--- src/rtl/ci_div_issuer_pkg.sv ---
`default_nettype none
// ============================================================================
//  Module   : ci_div_issuer_pkg
//  Brief    : Shared constants for the divide custom-instruction issuer:
//             FSM state encoding, CI data width, default divide-by-zero quotient.
//  Revision : 1.0  initial release
// ============================================================================
package ci_div_issuer_pkg;

  // Width of every data word exchanged with the divider slave
  localparam int CI_DATA_W = 32;

  // Quotient reported when the denominator is zero (slave is never started)
  localparam logic [CI_DATA_W-1:0] ZERO_DIV_Q_DEF = 32'hFFFF_FFFF;

  // Issuer FSM encoding
  localparam logic [1:0] ST_IDLE  = 2'd0;
  localparam logic [1:0] ST_ISSUE = 2'd1;
  localparam logic [1:0] ST_WAIT  = 2'd2;
  localparam logic [1:0] ST_RESP  = 2'd3;

endpackage : ci_div_issuer_pkg
`default_nettype wire

--- src/rtl/ci_div_issuer.sv ---
`default_nettype none
// ============================================================================
//  Module   : ci_div_issuer
//  Brief    : Fabric-side initiator for the multi-cycle divide custom-instruction
//             slave. Takes one request over valid/ready, pulses start, waits for
//             done or a timeout, and returns the quotient over valid/ready.
//             All outputs are decoded from registered state only.
//  Revision : 1.0  initial release
// ============================================================================
module ci_div_issuer
  import ci_div_issuer_pkg::*;
#(
  parameter int                    TIMEOUT    = 64,
  parameter logic [CI_DATA_W-1:0]  ZERO_DIV_Q = ZERO_DIV_Q_DEF
) (
  input  logic                 clk,
  input  logic                 rst_n,
  // request channel
  input  logic                 req_valid,
  output logic                 req_ready,
  input  logic [CI_DATA_W-1:0] req_num,
  input  logic [CI_DATA_W-1:0] req_den,
  // custom-instruction master port
  output logic                 ci_clk_en,
  output logic                 ci_start,
  output logic [CI_DATA_W-1:0] ci_dataa,
  output logic [CI_DATA_W-1:0] ci_datab,
  input  logic [CI_DATA_W-1:0] ci_result,
  input  logic                 ci_done,
  // response channel
  output logic                 rsp_valid,
  input  logic                 rsp_ready,
  output logic [CI_DATA_W-1:0] rsp_quot,
  output logic                 rsp_err
);

  localparam int               CNT_W   = $clog2(TIMEOUT);
  localparam logic [CNT_W-1:0] CNT_MAX = CNT_W'(TIMEOUT - 1);

  logic [1:0]           state_q, state_d;
  logic [CI_DATA_W-1:0] num_q,   num_d;
  logic [CI_DATA_W-1:0] den_q,   den_d;
  logic [CI_DATA_W-1:0] quot_q,  quot_d;
  logic                 err_q,   err_d;
  logic [CNT_W-1:0]     cnt_q,   cnt_d;

  // Next-state logic: request capture, issue, done/timeout wait, response hold
  always_comb begin
    state_d = state_q;
    num_d   = num_q;
    den_d   = den_q;
    quot_d  = quot_q;
    err_d   = err_q;
    cnt_d   = cnt_q;
    case (state_q)
      ST_IDLE: begin
        if (req_valid) begin
          num_d = req_num;
          den_d = req_den;
          if (req_den == '0) begin
            // Divide-by-zero is answered locally; the slave is never started
            quot_d  = ZERO_DIV_Q;
            err_d   = 1'b1;
            state_d = ST_RESP;
          end else begin
            state_d = ST_ISSUE;
          end
        end
      end
      ST_ISSUE: begin
        cnt_d = '0;
        if (ci_done) begin
          // Zero-latency slave answers during the start cycle
          quot_d  = ci_result;
          err_d   = 1'b0;
          state_d = ST_RESP;
        end else begin
          state_d = ST_WAIT;
        end
      end
      ST_WAIT: begin
        if (ci_done) begin
          // Done takes priority over a timeout expiring in the same cycle
          quot_d  = ci_result;
          err_d   = 1'b0;
          state_d = ST_RESP;
        end else if (cnt_q == CNT_MAX) begin
          quot_d  = '0;
          err_d   = 1'b1;
          state_d = ST_RESP;
        end else begin
          cnt_d = cnt_q + 1'b1;
        end
      end
      ST_RESP: begin
        if (rsp_ready) begin
          state_d = ST_IDLE;
        end
      end
      default: begin
        state_d = ST_IDLE;
      end
    endcase
  end

  // State and datapath registers with synchronous active-low reset
  always_ff @(posedge clk) begin
    if (!rst_n) begin
      state_q <= ST_IDLE;
      num_q   <= '0;
      den_q   <= '0;
      quot_q  <= '0;
      err_q   <= 1'b0;
      cnt_q   <= '0;
    end else begin
      state_q <= state_d;
      num_q   <= num_d;
      den_q   <= den_d;
      quot_q  <= quot_d;
      err_q   <= err_d;
      cnt_q   <= cnt_d;
    end
  end

  // Outputs decoded purely from registered state; clk_en drops in RESP so
  // the slave clears its internal state before the next operation.
  assign req_ready = (state_q == ST_IDLE);
  assign ci_start  = (state_q == ST_ISSUE);
  assign ci_clk_en = (state_q == ST_ISSUE) || (state_q == ST_WAIT);
  assign ci_dataa  = num_q;
  assign ci_datab  = den_q;
  assign rsp_valid = (state_q == ST_RESP);
  assign rsp_quot  = quot_q;
  assign rsp_err   = err_q;

endmodule : ci_div_issuer
`default_nettype wire

--- config.mk ---
export PLATFORM = sky130hd
export DESIGN_NAME = ci_div_issuer
export DESIGN_NICKNAME = d
export VERILOG_FILES = /design/src/rtl/ci_div_issuer_pkg.sv /design/src/rtl/ci_div_issuer.sv
export SDC_FILE = /design/constraint.sdc
export NUM_CORES = 1
export LEC_CHECK = 0
export BUFFER_PORTS_ARGS = -buffer_cell sky130_fd_sc_hd__buf_4
export CORE_MARGIN = 2
export CORE_UTILIZATION = 43
export CTS_CLUSTER_SIZE = 25
export DETAILED_ROUTE_END_ITERATION = 7
export PLACE_DENSITY = 0.78
export SETUP_SLACK_MARGIN = 0.1
export SLEW_MARGIN = 25
export SYNTH_ARGS = -nofsm -noshare
export SYNTH_HDL_FRONTEND = slang
export SYNTH_SLANG_ARGS = --single-unit
--- constraint.sdc ---
create_clock -name clk -period 2.6 [get_ports clk]
set_clock_uncertainty 0.15 [all_clocks]
set_input_delay 0.26 -clock clk [delete_from_list [all_inputs] [get_ports clk]]
set_output_delay 0.26 -clock clk [all_outputs]
set_load 0.1 [all_outputs]
Word-level counts from Yosys, hierarchy flattened
Index checks and enable logic that the tools add are counted.
Widths: inputs -> output; s select.
{"block": "totals", "mem_bits_rw": 0, "mem_count": 0, "input_bits": 101, "wordCells": 49, "latch_bits": 0, "ff_bits": 105, "romBits": 0}
{"block": "op_classes", "n_reduce_logical": 9, "n_mux": 22, "n_mul": 0, "div": 0, "eq_ne": 11, "n_bitwise": 0, "n_shift": 0, "order_cmp": 0, "add_sub_neg": 1}
{"cell": "$mux 32", "count": 5}
{"cell": "$pmux 32 s3", "count": 1}
{"cell": "$logic_not 32->1", "count": 1}
{"cell": "$mux 6", "count": 2}
{"cell": "$pmux 6 s2", "count": 1}
{"cell": "$mux 2", "count": 5}
{"cell": "$pmux 2 s4", "count": 1}
{"cell": "$add 6x1->6 const B", "count": 1}
{"cell": "$eq 6x6->1 const B", "count": 1}
{"cell": "$mux 1", "count": 6}
{"cell": "$ne 2x1->1 const B", "count": 3}
{"cell": "$ne 2x2->1 const B", "count": 3}
{"cell": "$reduce_and 3->1", "count": 2}
{"cell": "$reduce_and 5->1", "count": 1}
{"cell": "$eq 2x2->1 const B", "count": 2}
{"cell": "$ne 3x3->1 const B", "count": 1}
{"cell": "$pmux 1 s3", "count": 1}
{"cell": "$reduce_bool 3->1", "count": 1}
{"cell": "$eq 2x1->1 const B", "count": 1}
{"cell": "$logic_not 2->1", "count": 1}
{"cell": "$reduce_and 2->1", "count": 1}
{"cell": "$reduce_bool 2->1", "count": 1}
{"cell": "$logic_or 1x1->1", "count": 1}

Depth between registers and ports, before layout
{"block": "depth", "ltp_word": 4, "depth_mapped": 8, "mapped_depth_nobuf": 6}

Worst setup path before layout
No wires, ideal clock.
{"block": "synth_path", "path_type": "flip-flop to flip-flop", "from": "register state_q[0]", "to": "register num_q[12], in the netlist ci_dataa[12]", "path_buffers": 2, "t_arrival_ns": 2.300, "slack_ns": 0.075, "stages_incl_launch_ff": 8, "period_less_slack_ns": 2.525, "setup_ns": 0.076, "path_cell_list": "dfxtp_1 > inv_1 > ha_1 > and2_1 > clkbuf_1 > buf_1 > nand2_1 > a21boi_0"}
{"block": "synth_between", "elab_chain_cells": 2}
{"item": "start: declaration", "line_no": "ci_div_issuer.sv:40", "rtl": "logic [1:0] state_q, state_d;"}
{"item": "start signal: assignment", "line_no": "ci_div_issuer.sv:116", "rtl": "state_q <= state_d;"}
{"item": "$logic_not 2->1"}
{"item": "net req_ready", "line_no": "ci_div_issuer.sv:20", "rtl": "output logic req_ready,"}
{"item": "$reduce_and 2->1 (no line)"}
{"item": "end signal: assignment", "line_no": "ci_div_issuer.sv:117", "rtl": "num_q <= num_d;"}
{"item": "end: declaration", "line_no": "ci_div_issuer.sv:41", "rtl": "logic [CI_DATA_W-1:0] num_q, num_d;"}
The timed path passes the listed nets, and every way through them passes these cells.
A chain may end at the register's enable or synchronous reset.

Final worst setup path
{"block": "layout_path", "from": "input port req_den[7]", "to": "register quot_q[21], in the netlist rsp_quot[21]"}
{"block": "layout_between", "elab_chain_cells": 3}
{"item": "start: declaration", "line_no": "ci_div_issuer.sv:22", "rtl": "input logic [CI_DATA_W-1:0] req_den,"}
{"item": "$logic_not 32->1", "line_no": "ci_div_issuer.sv:60", "rtl": "if (req_den == '0) begin"}
{"item": "$ne 2x1->1 (no line)"}
{"item": "$reduce_and 5->1 (no line)"}
{"item": "end signal: assignment", "line_no": "ci_div_issuer.sv:119", "rtl": "quot_q <= quot_d;"}
{"item": "end: declaration", "line_no": "ci_div_issuer.sv:43", "rtl": "logic [CI_DATA_W-1:0] quot_q, quot_d;"}
No other way between the ends.

==> run summary <==
Run status: completed
Fill cell instance count of the final layout: 767
Root buffer cell: sky130_fd_sc_hd__clkbuf_8
Worst min-delay path class: in -> reg
Die X: 105 um
Floorplan Core Area: 9820 um2
Post-synthesis average cell area: 8.65 um2
Most used cells in the layout excluding fill and tap cells: 209 x sky130_fd_sc_hd__buf_4, 131 x sky130_fd_sc_hd__nand2_1, 105 x sky130_fd_sc_hd__dfxtp_1
TritonCTS clock tree: built
Count of distinct cell types in the synthesized netlist: 34
Pin count of the biggest net entering global routing: 54
Worst setup SP type: input port
Leakage component of the power: 3.16 nW
Number of iterations in the first detailed-routing pass: 4
Final weighted congestion of routability-driven global placement: 0.840
IO Pins: 202
Number of antenna violations at the first check in global routing: 0
Hold Vio Cnt, Final: 0
Placed cell count: 804
Most common cell after layout, fill and taps aside: sky130_fd_sc_hd__buf_4
Die area: 10,900 um2
Top post-synthesis cells by area: sky130_fd_sc_hd__dfxtp_1 48%, sky130_fd_sc_hd__nand2_1 11%, sky130_fd_sc_hd__o211a_1 7.4%
Number of rows created at floorplan: 36
Clock slew at the register clock pins of the worst setup and hold paths: 90 ps
IO buf count: 201
Fraction of post-synthesis cell area in the top cell type by area: 48.3%
Areal power density over the cells: 1400 nW/um2
Fraction of final layout cells with drive strength greater than 1: 32.2%
Syn nets: 610
Number of failing setup endpoints in the final timing report: 0
Max Cap Violations: 0
CTS Buf Count: 9
Via-to-Cell Ratio: 5.21
Number of routed nets with antenna violations: 0
Maximum clock insertion buffer count: 2
Via count: 4,475
Die height: 105 um
Final non-filler cell total: 859
Final period demand of the worst path: 2350 ps
Area leader, netlist: sky130_fd_sc_hd__dfxtp_1
Pre-CTS WS: 274 ps
Netlist Area Pre-Place: 4350 um2
Synthesis warning total: 0
CP Data Required Time: 2750 ps
Drt drc: 0
Count of final max-slew check failures: 0
Worst slew margin relative to its limit: 61.1%
Post-synthesis cell count: 503
Worst-case vdd ir drop: 1030 uV
Kind of end point of the critical path: flop
Maximum frequency from static timing analysis: 0.426 GHz
Number of clock sinks: 105
Detailed Route WL: 13,100 um
Post-synthesis to final-layout area growth: 51.1%
Accumulated negative setup slack: 0 ps
Unrepaired setup endpoints after global routing: false
Final worst-path cycle share: 90.3%
Overall power: 9.22 mW
GRT Overall Usage: 23.2%
Antenna diodes: 0
Crit Path Class: in -> reg
Global-route wire length before repair: 21,000 um
Share of synthesized area occupied by flip-flops and latches: 48.3%
NumNets Final: 830
Routed len/inst: 15.2 um
GRT Residual Overflow: 0
Final HPWL from detailed placement: 8950 um
H-Tree Level Count: 3
Arrival time at the worst endpoint: 2500 ps
Flip-flop and latch count after synthesis: 105
Worst-skew pair later-pin latency: 350 ps
Slew at the pin closest to its max-slew limit: 584 ps
Via count of the first global-routing pass: 4,275
Initial core utilization: 44.3%
Setup slack after layout: 251 ps
Largest fanout on the critical path: 24
Detailed Route Iter0 Violations: 223
## final timing paths
| path | start | end | slack (ps) | cells after the start |
|---|---|---|---|---|
| worst max-delay path | req_den[7] | rsp_quot[21] | 250 | 8 |
| worst min register to register | ci_datab[18] | ci_datab[18] | 310 | 2 |
| worst min-delay path | req_den[16] | ci_datab[16] | 10 | 3 |
| worst max register to register | state_q[1] | rsp_quot[21] | 390 | 6 |
## logic make-up (layout without fill, tap and decap cells)
family | count (synthesis) | count (layout) | share of synthesized area (%)
AOI/OAI and AO/OA | 149 | 149 | 25.7
xor gates and xnor gates | 3 | 3 | 0.604
adders and majority gates | 6 | 6 | 1.73
buffers and inverters | 51 | 274 | 5.09
DFF | 105 | 105 | 48.3
muxes | 1 | 1 | 0.230
and+or+nand+nor | 188 | 188 | 18.3
## state kept, by name, indices dropped and copies added (netlist names)
register	cells
state_q	2
rsp_err	1
rsp_quot	32
ci_datab	32
ci_dataa	32
cnt_q	6
## critical path, cell delays in order
cell                            delay (ps)
sky130_fd_sc_hd__dlygate4sd3_1         540
sky130_fd_sc_hd__buf_4                 140
sky130_fd_sc_hd__nor4_1                350
sky130_fd_sc_hd__nand4_1               250
sky130_fd_sc_hd__o31ai_4               310
sky130_fd_sc_hd__and2_1                190
sky130_fd_sc_hd__buf_4                 280
sky130_fd_sc_hd__o211a_1               170
## repair_timing
action	in CTS	in global routing
resized for setup	0	3
buffers inserted	0	1
setup endpoints to repair	0	32
endpoints found under the hold margin	40	0
hold buffers	40	0
## routing by layer
metal,share of wire (%),track usage (%)
met3,7.5,4.68
met1,43,29.6
met2,48,38.7
met5,0,0
met4,2.1,8.76
## Yosys cell counts
library cell	n
sky130_fd_sc_hd__o31ai_4	1
sky130_fd_sc_hd__inv_1	9
sky130_fd_sc_hd__buf_2	3
sky130_fd_sc_hd__a31oi_4	1
sky130_fd_sc_hd__and2_1	2
sky130_fd_sc_hd__xor2_1	3
sky130_fd_sc_hd__nand2_1	132
sky130_fd_sc_hd__a221oi_4	1
sky130_fd_sc_hd__mux2i_1	1
sky130_fd_sc_hd__o211ai_1	3
sky130_fd_sc_hd__and3_1	3
sky130_fd_sc_hd__nor2_1	3
sky130_fd_sc_hd__clkbuf_1	30
sky130_fd_sc_hd__a221oi_1	1
sky130_fd_sc_hd__nand3_1	33
sky130_fd_sc_hd__a21oi_1	46
sky130_fd_sc_hd__dfxtp_1	105
sky130_fd_sc_hd__a21o_1	1
sky130_fd_sc_hd__ha_1	6
sky130_fd_sc_hd__o21ai_1	3
sky130_fd_sc_hd__buf_1	5
sky130_fd_sc_hd__nand4b_1	1
sky130_fd_sc_hd__nor4_1	8
sky130_fd_sc_hd__buf_6	3
sky130_fd_sc_hd__nand4_1	4
sky130_fd_sc_hd__a21boi_0	24
sky130_fd_sc_hd__o211a_1	32
sky130_fd_sc_hd__nor3_1	1
sky130_fd_sc_hd__a222oi_1	1
sky130_fd_sc_hd__a211oi_1	1
sky130_fd_sc_hd__a21boi_1	31
sky130_fd_sc_hd__or3_1	1
sky130_fd_sc_hd__o21ai_0	3
sky130_fd_sc_hd__buf_4	1
## through the flow
stage                     instance area, um2  hold WS [ps]  utilization [%]
final                                   6580          11.2             67.0
after global routing                    6580          9.32             67.0
after CTS                               6560         0.879             66.8
after detailed placement                5940           297             60.5
after global placement                  5940           291             60.5
after floorplan                         4350           245                -
## layout make-up
| class | instances | area (um2) | area share [%] |
|---|---|---|---|
| Inverter | 9 | 33.8 | 0.514 |
| Timing Repair Buffer | 251 | 2010 | 30.6 |
| Clock buffer | 11 | 151 | 2.30 |
| Clock inverter | 3 | 65.1 | 0.989 |
| Tap cell | 133 | 166 | 2.53 |
| Multi-Input combinational cell | 347 | 2050 | 31.1 |
| Sequential cell | 105 | 2100 | 32.0 |
## report_power, final
part           internal [mW]  switching (mW)  leakage [nW]
Clock                  0.584           0.515         0.111
Sequential              2.01           0.232         0.863
Combinational           1.40            4.48          2.18
(Power assumes the default switching activity.)
